`src/rtl/psum_pkg.sv`:
```
// Shared constants and types for the partial-sum readout path.
// Holds the default geometry, the signed psum word type and the serializer state encoding.
// No logic; imported by psum_vec_fifo, psum_readout and the bench.
package psum_pkg;

    localparam int COL_DEFAULT     = 8;
    localparam int BW_PSUM_DEFAULT = 20;

    // One signed partial-sum word at the default width (2*bw+4).
    typedef logic signed [BW_PSUM_DEFAULT-1:0] psum_t;

    typedef enum logic {
        IDLE = 1'b0,
        SEND = 1'b1
    } state_t;

endpackage

```
`src/rtl/psum_vec_fifo.sv`:
```
// Circular FIFO of whole psum vectors, depth entries of width bits.
// Latency: a push is visible at pop_dat/empty the edge after it is written.
// Backpressure: a push into a full FIFO is accepted only when a pop happens on the same edge.
//
// Ports: clk/reset (async active-high), push/push_dat (write tail), pop (read head,
// ignored when empty), pop_dat (current head), full/empty, count (entries held).
module psum_vec_fifo #(
    parameter int width = 160,
    parameter int depth = 4
) (
    input  logic                       clk,
    input  logic                       reset,
    input  logic                       push,
    input  logic [width-1:0]           push_dat,
    input  logic                       pop,
    output logic [width-1:0]           pop_dat,
    output logic                       full,
    output logic                       empty,
    output logic [$clog2(depth):0]     count
);

    localparam int AW = $clog2(depth);
    localparam int CW = AW + 1;

    logic [width-1:0] mem_q [depth];
    logic [AW-1:0]    wr_ptr_q, wr_ptr_d;
    logic [AW-1:0]    rd_ptr_q, rd_ptr_d;
    logic [CW-1:0]    count_q, count_d;
    logic             push_ok;
    logic             pop_ok;

    assign full    = (count_q == CW'(depth));
    assign empty   = (count_q == '0);
    assign count   = count_q;
    assign pop_dat = mem_q[rd_ptr_q];

    // A full FIFO still takes the write when the head leaves on the same edge.
    assign push_ok = push && (!full || pop);
    assign pop_ok  = pop && !empty;

    always_comb begin
        // depth is a power of two, so the pointers wrap by natural overflow.
        wr_ptr_d = wr_ptr_q + AW'(push_ok);
        rd_ptr_d = rd_ptr_q + AW'(pop_ok);
        count_d  = count_q + CW'(push_ok) - CW'(pop_ok);
    end

    always_ff @(posedge clk or posedge reset) begin
        if (reset) begin
            wr_ptr_q <= '0;
            rd_ptr_q <= '0;
            count_q  <= '0;
        end else begin
            wr_ptr_q <= wr_ptr_d;
            rd_ptr_q <= rd_ptr_d;
            count_q  <= count_d;
        end
    end

    // Storage needs no reset; an entry is only read after it was written.
    always_ff @(posedge clk) begin
        if (push_ok) begin
            mem_q[wr_ptr_q] <= push_dat;
        end
    end

endmodule

```
`src/rtl/psum_readout.sv`:
```
// Captures core psum vectors into a vector FIFO and serializes them one column per beat.
// Latency: capture at edge N into an idle path gives out_valid with column col-1 after edge N+1.
// Backpressure: out_ready stalls the serializer; the core cannot be stalled, so a capture into a full FIFO is dropped and sets sticky overflow.
//
// Ports: clk, reset (async active-high), capture/core_out (vector strobe and data,
// column q at [q*bw_psum +: bw_psum]), out_data/out_col/out_valid/out_ready/out_last
// (beat stream, column col-1 first, out_last on column 0), fifo_count (vectors queued
// behind the serializer), overflow (sticky drop flag).
// Build option: define PSUM_RELU_EN to clamp negative words to 0 as a vector is loaded.
module psum_readout
    import psum_pkg::*;
#(
    parameter int col     = COL_DEFAULT,
    parameter int bw_psum = BW_PSUM_DEFAULT,
    parameter int depth   = 4
) (
    input  logic                        clk,
    input  logic                        reset,
    input  logic                        capture,
    input  logic [bw_psum*col-1:0]      core_out,
    output logic [bw_psum-1:0]          out_data,
    output logic [$clog2(col)-1:0]      out_col,
    output logic                        out_valid,
    input  logic                        out_ready,
    output logic                        out_last,
    output logic [$clog2(depth):0]      fifo_count,
    output logic                        overflow
);

    localparam int CIW = $clog2(col);
    localparam int VW  = bw_psum * col;
    localparam logic [CIW-1:0] COL_LAST = CIW'(col - 1);

    state_t          state_q, state_d;
    logic [VW-1:0]   shift_q, shift_d;
    logic [CIW-1:0]  col_q, col_d;
    logic            valid_q, valid_d;
    logic            ovf_q, ovf_d;

    logic [VW-1:0]   head_vec;
    logic [VW-1:0]   load_vec;
    logic            fifo_pop;
    logic            fifo_full;
    logic            fifo_empty;
    logic            xfer;
    logic            final_beat;

    psum_vec_fifo #(
        .width (VW),
        .depth (depth)
    ) u_fifo (
        .clk      (clk),
        .reset    (reset),
        .push     (capture),
        .push_dat (core_out),
        .pop      (fifo_pop),
        .pop_dat  (head_vec),
        .full     (fifo_full),
        .empty    (fifo_empty),
        .count    (fifo_count)
    );

    always_comb begin
        load_vec = head_vec;
`ifdef PSUM_RELU_EN
        for (int q = 0; q < col; q++) begin
            if (head_vec[q*bw_psum + bw_psum - 1]) begin
                load_vec[q*bw_psum +: bw_psum] = '0;
            end
        end
`endif
    end

    assign xfer       = valid_q && out_ready;
    assign final_beat = xfer && (col_q == '0);
    // Reload straight from the FIFO on the final beat so vectors stream without a bubble.
    assign fifo_pop   = !fifo_empty && ((state_q == IDLE) || final_beat);

    always_comb begin
        state_d = state_q;
        shift_d = shift_q;
        col_d   = col_q;
        valid_d = valid_q;
        ovf_d   = ovf_q | (capture && fifo_full && !fifo_pop);
        if (fifo_pop) begin
            shift_d = load_vec;
            col_d   = COL_LAST;
            valid_d = 1'b1;
            state_d = SEND;
        end else if (final_beat) begin
            valid_d = 1'b0;
            state_d = IDLE;
        end else if (xfer) begin
            // The current word always sits in the top slot; shift the next lower column up.
            shift_d = shift_q << bw_psum;
            col_d   = col_q - CIW'(1);
        end
    end

    always_ff @(posedge clk or posedge reset) begin
        if (reset) begin
            state_q <= IDLE;
            shift_q <= '0;
            col_q   <= '0;
            valid_q <= 1'b0;
            ovf_q   <= 1'b0;
        end else begin
            state_q <= state_d;
            shift_q <= shift_d;
            col_q   <= col_d;
            valid_q <= valid_d;
            ovf_q   <= ovf_d;
        end
    end

    assign out_data  = shift_q[(col-1)*bw_psum +: bw_psum];
    assign out_col   = col_q;
    assign out_valid = valid_q;
    assign out_last  = valid_q && (col_q == '0);
    assign overflow  = ovf_q;

endmodule

```
`config.mk`:
```
export PLATFORM = sky130hd
export DESIGN_NAME = psum_readout
export DESIGN_NICKNAME = d
export VERILOG_FILES = /design/src/rtl/psum_pkg.sv /design/src/rtl/psum_vec_fifo.sv /design/src/rtl/psum_readout.sv
export SDC_FILE = /design/constraint.sdc
export NUM_CORES = 1
export LEC_CHECK = 0
export BUFFER_PORTS_ARGS = -buffer_cell sky130_fd_sc_hd__buf_2
export CORE_UTILIZATION = 55
export CTS_CLUSTER_SIZE = 20
export DETAILED_ROUTE_END_ITERATION = 8
export PLACE_DENSITY = 0.8
export REMOVE_ABC_BUFFERS = 1
export SKIP_CTS_REPAIR_TIMING = 1
export SYNTH_ARGS = -nofsm -noshare
export SYNTH_HDL_FRONTEND = slang
export SYNTH_SLANG_ARGS = --single-unit
export TNS_END_PERCENT = 100
```
`constraint.sdc`:
```
create_clock -name clk -period 14.4 [get_ports clk]
set_input_delay 2.16 -clock clk [delete_from_list [all_inputs] [get_ports clk]]
set_output_delay 2.16 -clock clk [all_outputs]
set_load 0.005 [all_outputs]
```
Word-level counts from Yosys, hierarchy flattened
Memory sizes are Yosys's and may differ from the RTL's.
Index checks and enable logic that the tools add are counted.
- equality and inequality tests: 2
- reductions and logical operators: 18
- muxes and demuxes: 10
- bitwise gates (word level): 2
- add/subtract/negate cells: 5
- operator list (operator ; count):
    $mux W160 ; 3
    $mux W3 ; 3
    $logic_and A1 B1 Y1 ; 8
    $logic_not A3 Y1 ; 2
    $add A2 B1 Y2 ; 2
    $mux W1 ; 4
    $reduce_bool A2 Y1 ; 2
    $add A3 B1 Y3 ; 1
    $eq A3 B3 Y1 const B ; 1
    $logic_not A1 Y1 ; 3
    $sub A3 B1 Y3 ; 1
    $sub A3 B1 Y3 const B ; 1
    $logic_or A1 B1 Y1 ; 2
    $ne A2 B2 Y1 const B ; 1
    $reduce_and A2 Y1 ; 1
    $not A1 Y1 ; 1
    $or A1 B1 Y1 ; 1
- output and inout port bits: 29
- memories kept: 1
- register bits after elaboration: 172
- word-level logic and storage cells: 45
- memory bits (writable): 640
- input port bits: 164
- memories (memory ; words ; width ; rd ports ; clocked after Yosys merged registers in ; write ports ; line ; text):
    u_fifo.mem_q ; 4 ; 160 ; 1 ; 0 ; 1 ; psum_vec_fifo.sv:25 ; logic [width-1:0] mem_q [depth];

Depth between registers and ports, before layout
- depth in word-level cells: 8
- mapped depth: 12
- mapped depth without buffers: 11

By module
From an unflattened synthesis, not the netlist that was laid out.
- cell total of the unflattened synthesis: 1695
- area total of the unflattened synthesis: 31617.8 um^2
- modules (own cells, without submodules) (module ; seq. area each (um^2) ; area each (um^2) ; cells each ; times used):
    psum_vec_fifo ; 19393.6 ; 23428.7 ; 868 ; 1
    psum_readout ; 4129.0 ; 8189.1 ; 827 ; 1

Worst setup path after synthesis
No wires, ideal clock.
- kind: input port to flip-flop
- start point: in out_ready
- end point: mem u_fifo.mem_q[0][0], enable pin
- setup slack: -0.760 ns
- cell stages on the path: 3
- arrival: 14.251 ns
- library setup time: 0.909 ns
- data required time: 13.491 ns
- path buffers: 0
- cells stage by stage: and3b_1 o31a_1 nor3b_1
- cells in the longest elaborated chain, start to end: 8
- RTL lines (item ; line ; text):
    from (decl) ; psum_readout.sv:24 ; input logic out_ready,
    $logic_and A1 B1 Y1 ; psum_readout.sv:74 ; assign xfer = valid_q && out_ready;
    $logic_and A1 B1 Y1 ; psum_readout.sv:75 ; assign final_beat = xfer && (col_q == '0);
    $logic_or A1 B1 Y1 ; psum_readout.sv:77 ; assign fifo_pop = !fifo_empty && ((state_q == IDLE) || final_beat);
    $logic_and A1 B1 Y1 ; psum_readout.sv:77 ;
    $logic_or A1 B1 Y1 ; psum_vec_fifo.sv:38 ; assign push_ok = push && (!full || pop);
    $logic_and A1 B1 Y1 ; psum_vec_fifo.sv:38 ;
    $mux W1 ; psum_vec_fifo.sv:62 ; if (push_ok) begin
    $mux W1 (implied by the code) ; psum_vec_fifo.sv:63 ; mem_q[wr_ptr_q] <= push_dat;
    to (decl) ; psum_vec_fifo.sv:25 ;
No other way between the ends.

Worst setup path after layout
- start point: in out_ready
- end point: mem u_fifo.mem_q[3][66], enable pin
The elaborated chain is that of the path after synthesis.

==> flow_metrics.py <==
metrics = {
    "run_status": {
        "status": "finished clean",
    },
    "yosys": {
        "synth-edff-count": 640,
        "ys.warnings.count": 0,
        "synth_ff_type": "edfxtp_1",
        "syn_area_per_cell_um2": 17.6,
        "synthesis.area_um2": 32200,
        "synthCells": 1831,
        "synth_area_leaders": "edfxtp_1 60%, dfrtp_1 13%, mux4_2 11%",
        "synth_seq_cells": 812,
        "synth_top_area_cell": "edfxtp_1",
        "synthArstFlopShare_pct": 21.2,
        "ys_types": 37,
        "synth_top_area_share_pct": 59.7,
        "ys_seq_area_share_pct": 73.1,
    },
    "layout": {
        "fill_cells": 3858,
        "final_common_cell": "edfxtp_1",
        "final_cell_mix": "640 x edfxtp_1, 192 x buf_2, 169 x dfrtp_1, 160 x mux4_2, 156 x o21ai_0",
        "finish.instance_area_um2": 35900,
        "syn_to_final_growth_pct": 11.7,
        "layout-drive-gt1-share_pct": 25.3,
        "final_nets": 2113,
    },
    "sta": {
        "tightest_slew_ns": 1.21,
        "fin_setup_tns_ns": 0,
        "clock_skew_ns": 0.0234,
        "relSlewSlack_pct": 19.3,
        "final.period_utilization_pct": 35.4,
        "drv_slew": 0,
        "max_freq_ghz": 0.196,
        "post-route-min-period_ns": 5.10,
        "grt_setup_unrepaired": "no",
        "hold_violations": 0,
        "setup_viol": 0,
    },
    "place": {
        "portBuffers": 192,
        "dpl.hpwl_um": 38700,
        "dpl_cell_area_um2": 33400,
        "place_congestion": 0.734,
    },
    "power": {
        "p_leak_nw": 12.1,
        "p_per_area_nw_per_um2": 200,
        "peakVddDrop_v": 0.000171,
    },
    "worst_setup_path": {
        "worstSetupEndpointType": "flop",
        "cp_max_fo": 65,
        "crit_path_start_kind": "primary input",
        "rrSetupSlack_ns": 10.08,
        "crit_end": "u_fifo.mem_q[3][66]$_DFFE_PP_",
        "r2r-end": "u_fifo.mem_q[3][66]$_DFFE_PP_",
        "cp.required_ns": 14.62,
        "startpoint": "out_ready",
        "reg2reg_depth": 7,
        "r2r-start": "out_col[0]$_DFFE_PP0P_",
        "worstPathArrival_ns": 5.32,
        "path_class": "in2reg",
    },
    "grt": {
        "grt_use_total_pct": 25.2,
        "grt_overflow_total": 0,
        "grt_pass1_vias": 19500,
        "antenna_found_initial": 33,
        "grt_start_max_net_pins": 141,
        "grt_pass1_wl_um": 114000,
    },
    "cts": {
        "clk_pin_slew_worst_paths_ns": 0.06,
        "cts_tree": "done",
        "h-tree-depth": 3,
        "cts_made_buffers": 78,
        "cts_root_buf": "clkbuf_16",
        "clock_latency_ns": 0.62,
        "cts.sinks": 812,
        "clockBufferDepth": 3,
    },
    "routing": {
        "vias": 18500,
        "drtIter0Drc": 2067,
        "routedWlPerCell_um": 26.6,
        "wirelength_um": 74300,
        "first_pass_iters": 6,
        "via_per_inst": 6.63,
        "ant_nets": 0,
        "drcViolationCount": 0,
    },
    "floorplanning": {
        "die_h_um": 244,
        "die_w_um": 244,
        "core_um2": 57700,
        "initial_core_util_pct": 55.8,
        "num_rows": 88,
        "ios": 193,
        "dieArea_um2": 59500,
    },
    "run": {
        "cap_violations": 0,
    },
    "hold_path": {
        "worstHoldPathType": "reg2reg",
    },
}
==> worst min path at each step <==
stage	startpoint	slack, ns	to	cells after the start
floorplan	overflow$_DFF_PP0_	0.45	overflow$_DFF_PP0_	2
global placement	overflow$_DFF_PP0_	0.45	overflow$_DFF_PP0_	2
detailed placement	overflow$_DFF_PP0_	0.47	overflow$_DFF_PP0_	2
CTS	overflow$_DFF_PP0_	0.48	overflow$_DFF_PP0_	2
global route	shift_q[8]$_DFFE_PP0P_	0.53	shift_q[28]$_DFFE_PP0P_	2
finish	overflow$_DFF_PP0_	0.48	overflow$_DFF_PP0_	2
==> power by group <==
group / total [mW] / switching [mW] / leakage (nW) / internal (mW)
clock network: 1.94 / 0.847 / 1.16 / 1.09
registers: 3.46 / 0.294 / 8.07 / 3.16
logic: 1.80 / 1.04 / 2.89 / 0.762
total: 7.19 / 2.18 / 12.1 / 5.02
==> synth_stat cells (all sizes together) (2+ instances only) <==
library cell and n:
a31oi 116, edfxtp 640, mux4 160, and3 3
o211ai 45, inv 37, o21ai 160, buf 83
o311ai 26, xor2 3, nand3 142, dfrtp 172
ha 6, a211oi 115, nor2 2, clkbuf 106
nor3b 2
==> sequential cells by signal, summed over array words and instances (netlist names) <==
| register | cells |
|---|---|
| u_fifo.mem_q | 640 |
| overflow | 1 |
| u_fifo.count | 3 |
| out_valid | 1 |
| shift_q | 160 |
| u_fifo.rd_ptr_q | 2 |
| out_col | 3 |
| u_fifo.wr_ptr_q | 2 |
==> logic make-up after synthesis <==
kind of cell	after synthesis	synth area share, %
multiplexers	160	11.2
flip-flops	812	73.1
AND/OR/NAND/NOR	158	2.54
buffers and inverters	226	3.40
AO/OA/AOI/OAI	464	9.32
XOR/XNOR	4	0.109
adder cells (fa/ha/maj)	7	0.296
==> critical path, stage by stage <==
cell,delay [ns]
buf_2,0.14
and3b_2,0.22
o31a_1,0.26
and3_4,0.65
buf_4,0.90
buf_4,0.85
==> metal layers <==
layer  global-route usage [%]  part of all wire (%)  vias to the layer above
li1                         -                     -                     7725
met1                     32.4                    37                     9579
met2                     41.7                    51                     1062
met3                     5.74                   9.3                      157
met4                     9.96                   2.7                       20
met5                        0                  0.17                        -
==> stage by stage <==
| stage | util [%] | cells | total power [mW] | setup slack, ns | hold slack (ns) |
|---|---|---|---|---|---|
| floorplan | - | 1642 | 4.94 | -1.59 | 0.454 |
| global placement | 58.0 | 2627 | 5.20 | 8.70 | 0.453 |
| detailed placement | 58.0 | 2627 | 5.28 | 8.66 | 0.469 |
| CTS | 62.2 | 2772 | 7.21 | 9.30 | 0.485 |
| global route | 62.2 | 2789 | 7.49 | 9.12 | 0.531 |
| finish | 62.3 | 2797 | 7.19 | 9.30 | 0.478 |
==> area by class of cell <==
cell class              instances  area (µm²)  area share, %
diodes                         25        62.6          0.174
clock buffers                 116        2220           6.18
clock inverters                29         199          0.554
inverters                      37         149          0.414
multi-input cells             793        7610           21.2
flip-flops and latches        812       23500           65.5
well taps                     765         957           2.66
repair buffers                220        1200           3.33
Power figures use the tool's default switching activity.
